$ cat src/rtl/vga_timing_gen.sv
// vga_timing_gen: 640x480@60 VGA timing with Colpx/Rowpx counters and registered syncs.
// Optional: define VGA_SYNC_DELAY_EN to delay hsync/vsync/video_on by two clocks.
module vga_timing_gen #(
    parameter int H_VISIBLE = 640,
    parameter int H_FP      = 16,
    parameter int H_SYNC    = 96,
    parameter int H_BP      = 48,
    parameter int V_VISIBLE = 480,
    parameter int V_FP      = 10,
    parameter int V_SYNC    = 2,
    parameter int V_BP      = 33,
    parameter int SYNC_POL  = 0
) (
    input  logic       vga_clock,
    input  logic       reset,
    output logic [9:0] Colpx,
    output logic [9:0] Rowpx,
    output logic       hsync,
    output logic       vsync,
    output logic       video_on,
    output logic       frame_tick
);

    localparam int H_TOTAL = H_VISIBLE + H_FP + H_SYNC + H_BP;
    localparam int V_TOTAL = V_VISIBLE + V_FP + V_SYNC + V_BP;

    localparam logic [9:0] H_LAST = 10'(H_TOTAL - 1);
    localparam logic [9:0] V_LAST = 10'(V_TOTAL - 1);
    localparam logic [9:0] H_VIS  = 10'(H_VISIBLE);
    localparam logic [9:0] V_VIS  = 10'(V_VISIBLE);
    localparam logic [9:0] HS_BEG = 10'(H_VISIBLE + H_FP);
    localparam logic [9:0] HS_END = 10'(H_VISIBLE + H_FP + H_SYNC);
    localparam logic [9:0] VS_BEG = 10'(V_VISIBLE + V_FP);
    localparam logic [9:0] VS_END = 10'(V_VISIBLE + V_FP + V_SYNC);
    localparam logic       L_ACT  = (SYNC_POL != 0);

    logic [9:0] r_col;
    logic [9:0] r_row;
    logic       r_run;
    logic       r_hs;
    logic       r_vs;
    logic       r_de;
    logic       r_ft;

    logic [9:0] w_col_nxt;
    logic [9:0] w_row_nxt;
    logic       w_hs;
    logic       w_vs;
    logic       w_de;
    logic       w_ft;

    // Next counter state; r_run holds (0,0) for the first clock after reset
    always_comb begin
        w_col_nxt = r_col;
        w_row_nxt = r_row;
        if (r_run) begin
            if (r_col == H_LAST) begin
                w_col_nxt = '0;
                w_row_nxt = (r_row == V_LAST) ? '0 : r_row + 10'd1;
            end else begin
                w_col_nxt = r_col + 10'd1;
            end
        end
    end

    // Decode outputs from the next-state counters so they land with them
    always_comb begin
        w_hs = ((w_col_nxt >= HS_BEG) && (w_col_nxt < HS_END)) ? L_ACT : ~L_ACT;
        w_vs = ((w_row_nxt >= VS_BEG) && (w_row_nxt < VS_END)) ? L_ACT : ~L_ACT;
        w_de = (w_col_nxt < H_VIS) && (w_row_nxt < V_VIS);
        w_ft = (w_col_nxt == 10'd0) && (w_row_nxt == V_VIS);
    end

    // Counter and aligned output registers
    always_ff @(posedge vga_clock) begin
        if (reset) begin
            r_col <= '0;
            r_row <= '0;
            r_run <= 1'b0;
            r_hs  <= ~L_ACT;
            r_vs  <= ~L_ACT;
            r_de  <= 1'b0;
            r_ft  <= 1'b0;
        end else begin
            r_col <= w_col_nxt;
            r_row <= w_row_nxt;
            r_run <= 1'b1;
            r_hs  <= w_hs;
            r_vs  <= w_vs;
            r_de  <= w_de;
            r_ft  <= w_ft;
        end
    end

    assign Colpx      = r_col;
    assign Rowpx      = r_row;
    assign frame_tick = r_ft;

`ifdef VGA_SYNC_DELAY_EN
    logic [1:0] r_hs_dly;
    logic [1:0] r_vs_dly;
    logic [1:0] r_de_dly;

    // Two extra stages to match the icon overlay pipeline
    always_ff @(posedge vga_clock) begin
        if (reset) begin
            r_hs_dly <= {2{~L_ACT}};
            r_vs_dly <= {2{~L_ACT}};
            r_de_dly <= 2'b00;
        end else begin
            r_hs_dly <= {r_hs_dly[0], r_hs};
            r_vs_dly <= {r_vs_dly[0], r_vs};
            r_de_dly <= {r_de_dly[0], r_de};
        end
    end

    assign hsync    = r_hs_dly[1];
    assign vsync    = r_vs_dly[1];
    assign video_on = r_de_dly[1];
`else
    assign hsync    = r_hs;
    assign vsync    = r_vs;
    assign video_on = r_de;
`endif

endmodule

$ cat config.mk
export PLATFORM = sky130hd
export DESIGN_NAME = vga_timing_gen
export DESIGN_NICKNAME = d
export VERILOG_FILES = /design/src/rtl/vga_timing_gen.sv
export SDC_FILE = /design/constraint.sdc
export NUM_CORES = 1
export LEC_CHECK = 0
export CORE_ASPECT_RATIO = 0.75
export CORE_UTILIZATION = 55
export CTS_BUF_LIST = sky130_fd_sc_hd__clkbuf_4 sky130_fd_sc_hd__clkbuf_8
export CTS_CLUSTER_SIZE = 24
export DETAILED_ROUTE_END_ITERATION = 6
export HOLD_SLACK_MARGIN = 0.06
export PLACE_DENSITY_LB_ADDON = 0.2
export REMOVE_ABC_BUFFERS = 1
export SKIP_CTS_REPAIR_TIMING = 1
export SYNTH_ARGS = -nofsm -noshare
export SYNTH_HDL_FRONTEND = slang
export SYNTH_SLANG_ARGS = --single-unit
$ cat constraint.sdc
create_clock -name vga_clock -period 3.25 [get_ports vga_clock]
set_input_delay 0.65 -clock vga_clock [delete_from_list [all_inputs] [get_ports vga_clock]]
set_output_delay 0.65 -clock vga_clock [all_outputs]
set_load 0.01 [all_outputs]
==> results.md <==
- Top cells by count, synth: 25 x dfxtp_1, 24 x nor2_1, 14 x nand2_1, 11 x nor3_1, 11 x xnor2_1
- Crit Path Class: reg -> reg
- Worst Hold Path Cells: 2
- CP endpoint kind: register
- I/O pins: 26
- Post-route ant nets: 0
- Cell count of the worst reg-to-reg path: 7
- Max Cap Viol: 0
- Critical path's slowest cell: or4_4
- Setup TNS: 0 ns
- Vias per cell: 6.11
- Diode count: 0
- Top-area cell type share of the netlist area: 32.5%
- Layout Skew: 0.00678 ns
- Avg Cell Area, Syn: 7.99 µm²
- CTS Sinks: 25
- Worst skew pair latency: 0.27 ns
- CTS Root Cell: clkbuf_8
- Synth cell types: 46
- P per Cell Area: 293 nW/µm²
- Final Cycle Share: 84.9%
- Worst Hold Class: reg -> reg
- Min cycle time layout: 2.76 ns
- DR vias: 1504
- Post-Syn Area: 1540 µm²
- Post-route cell area: 1840 µm²
- Data required, critical path: 3.47 ns
- Die Y: 47.9 µm
- Seq pwr share: 58.7%
- CP Launch Type: register
- Switch share: 21.8%
- Share of cells above drive strength 1: 7.62%
- Max Slew Vio Count: 0
- Top sig layer: met4
- Max Clock Freq: 0.362 GHz
- Critical Path Start: Colpx[0]
- Layout area overhead: 19.1%
- Number of synthesized flops with an enable pin: 0
- Met3 wire length: 331 µm
- PortBufs: 25
- Detailed placement HPWL: 2.76 mm
- Setup repair after global routing missed its margin: no
- Wirelength per Cell: 15.5 µm
- Flop-to-flop setup slack: 0.49 ns
- Slew headroom: 51.6%
- Pin count of the biggest net entering global routing: 17
- Count leader, synth: dfxtp_1
- Wl on met1: 1.80 mm
- Tot GR Track Use: 26.7%
- Number of global-route vias before repair: 1283
- Detailed-route DRC error count: 0
- CTS clock-pin slew for the worst setup and hold paths: 0.09 ns
- Worst stage delay on the critical path: 0.63 ns
- Syn Inst Count: 193
- Rows: 16
- Die width: 63.1 µm
- Combinational power share: 5.7%
- Least-Margin Pin Slew: 0.718 ns
- Final hold vios: 0
- Die area: 3020 µm²
- Detailed Routing Iterations Pass 1: 4
- Global-route wire length before repair: 6.06 mm
- Leakage: 0.607 nW
- Switch Pwr: 117 µW
- Hold Crit Endpoint: Colpx[1]
- Initial antenna violation count: 0
- GPL Wtd Cong: 0.871
- Async SR Flop Fraction: 0%
- Num CTS Buffers: 3
- Worst r2r src: Colpx[0]
- YS warnings: 0
- TritonCTS clock tree: done
- Fin nets: 216
- Status: finished, final reports clean
- Grt total ovfl: 0
- RR Endpoint: frame_tick
- Layout Cells excl Fill: 246
- Inst Count DP: 242
- Placeable Area: 2640 µm²
- Clk buf depth: 2
- DR iter-0 viols: 113
- Hold Crit Start: Colpx[1]
- Crit-path cells: ha_1 > nand3_1 > or4_4 > nor3_2 > a22oi_1 > nor4_2 > and4_1
- Hold slack: 0.613 ns
- Count of state elements after synthesis: 25
- Dominant register cell in the synthesized netlist: dfxtp_1
- Max VDD drop: 0.253 mV
- Met2 Wirelength: 1.64 mm
- Clock H-tree levels: 1
- Worst path arrival time: 2.98 ns
- CP Max Fanout: 13
- Final setup vio count: 0
- Post-DP Area: 1790 µm²
- Pint: 421 µW
- Post-Route WL: 3.81 mm
- Dominant cells by area after synthesis: dfxtp_1 32%, xnor2_1 6.3%, nor2_1 5.8%, xor2_1 4.5%, nand4_1 3.7%
- Clock power share: 35.6%
- Initial core utilization: 58.3%
- Sequential share of the synthesized area: 32.5%
- Yosys top cell by area: dfxtp_1
cells in the final DEF, fill, tap and decap left out, types with 3 or more instances in the layout:
cell type / synthesis / routed
xor2_1: 8 / 8
clkbuf_8: 0 / 3
clkdlybuf4s50_1: 0 / 25
a31oi_1: 3 / 3
a21oi_1: 8 / 8
dfxtp_1: 25 / 25
and2_1: 3 / 3
ha_1: 3 / 3
buf_4: 1 / 3
o21ai_0: 6 / 6
nor2_1: 24 / 24
nand2_1: 14 / 14
nor3_2: 3 / 3
nor3_1: 11 / 11
nand4_1: 9 / 9
nand3_1: 8 / 8
inv_1: 8 / 8
xnor2_1: 11 / 11
how the worst max path moves through the flow:
stage | to | slack (ns) | cells past startpoint
floorplan | frame_tick | 0.69 | 7
finish | frame_tick | 0.49 | 7
global placement | frame_tick | 0.77 | 7
CTS | frame_tick | 0.55 | 7
detailed placement | frame_tick | 0.56 | 7
global route | frame_tick | 0.32 | 7
cell families after synthesis:
kind of cell / Yosys count / synth area share, %
AOI/OAI and AO/OA: 36 / 15.7
xor gates and xnor gates: 19 / 10.8
adders and majority gates: 3 / 2.44
buffers and inverters: 23 / 6.66
DFF: 25 / 32.5
muxes: 1 / 0.649
and+or+nand+nor: 86 / 31.3
through the flow:
| stage | worst slack [ns] | utilization, % | power, mW |
|---|---|---|---|
| after floorplan | 0.690 | - | 0.337 |
| after global placement | 0.766 | 67.6 | 0.352 |
| after detailed placement | 0.562 | 67.6 | 0.353 |
| after CTS | 0.550 | 69.5 | 0.543 |
| after global routing | 0.321 | 69.5 | 0.560 |
| final | 0.491 | 69.5 | 0.538 |
worst max-delay path: cells and delay by family (launching register included):
| kind | cells | cell delay, ns |
|---|---|---|
| AOI/OAI and AO/OA | 1 | 0.16 |
| adders and majority gates | 1 | 0.23 |
| and+or+nand+nor | 5 | 1.86 |
| DFF | 1 | 0.45 |
final cells by class:
| class | count | area (µm²) |
|---|---|---|
| clock buffers | 4 | 48.8 |
| fillers | 245 | 807 |
| inverters | 8 | 30.0 |
| multi-input cells | 145 | 938 |
| flip-flops and latches | 25 | 500 |
| well taps | 36 | 45.0 |
| repair buffers | 28 | 273 |
sequential cells by signal, indices dropped and copies added, names as in the netlist:
| signal | flops |
|---|---|
| video_on | 1 |
| Rowpx | 10 |
| hsync | 1 |
| r_run | 1 |
| frame_tick | 1 |
| vsync | 1 |
| Colpx | 10 |
metal layers:
layer	global-route usage, %	vias up
li1	-	731
met1	37.0	695
met2	41.7	69
met3	6.90	9
met4	6.98	0
met5	0	-
power by group through the flow:
| stage | Clock (mW) | Combinational [mW] | Sequential, mW |
|---|---|---|---|
| final | 0.192 | 0.0307 | 0.316 |
| after floorplan | 0 | 0.0130 | 0.324 |
| after detailed placement | 0 | 0.0299 | 0.323 |
| after CTS | 0.197 | 0.0304 | 0.316 |
| after global placement | 0 | 0.0298 | 0.322 |
| after global routing | 0.209 | 0.0338 | 0.317 |
No activity file was read; power rests on OpenSTA's default activity.
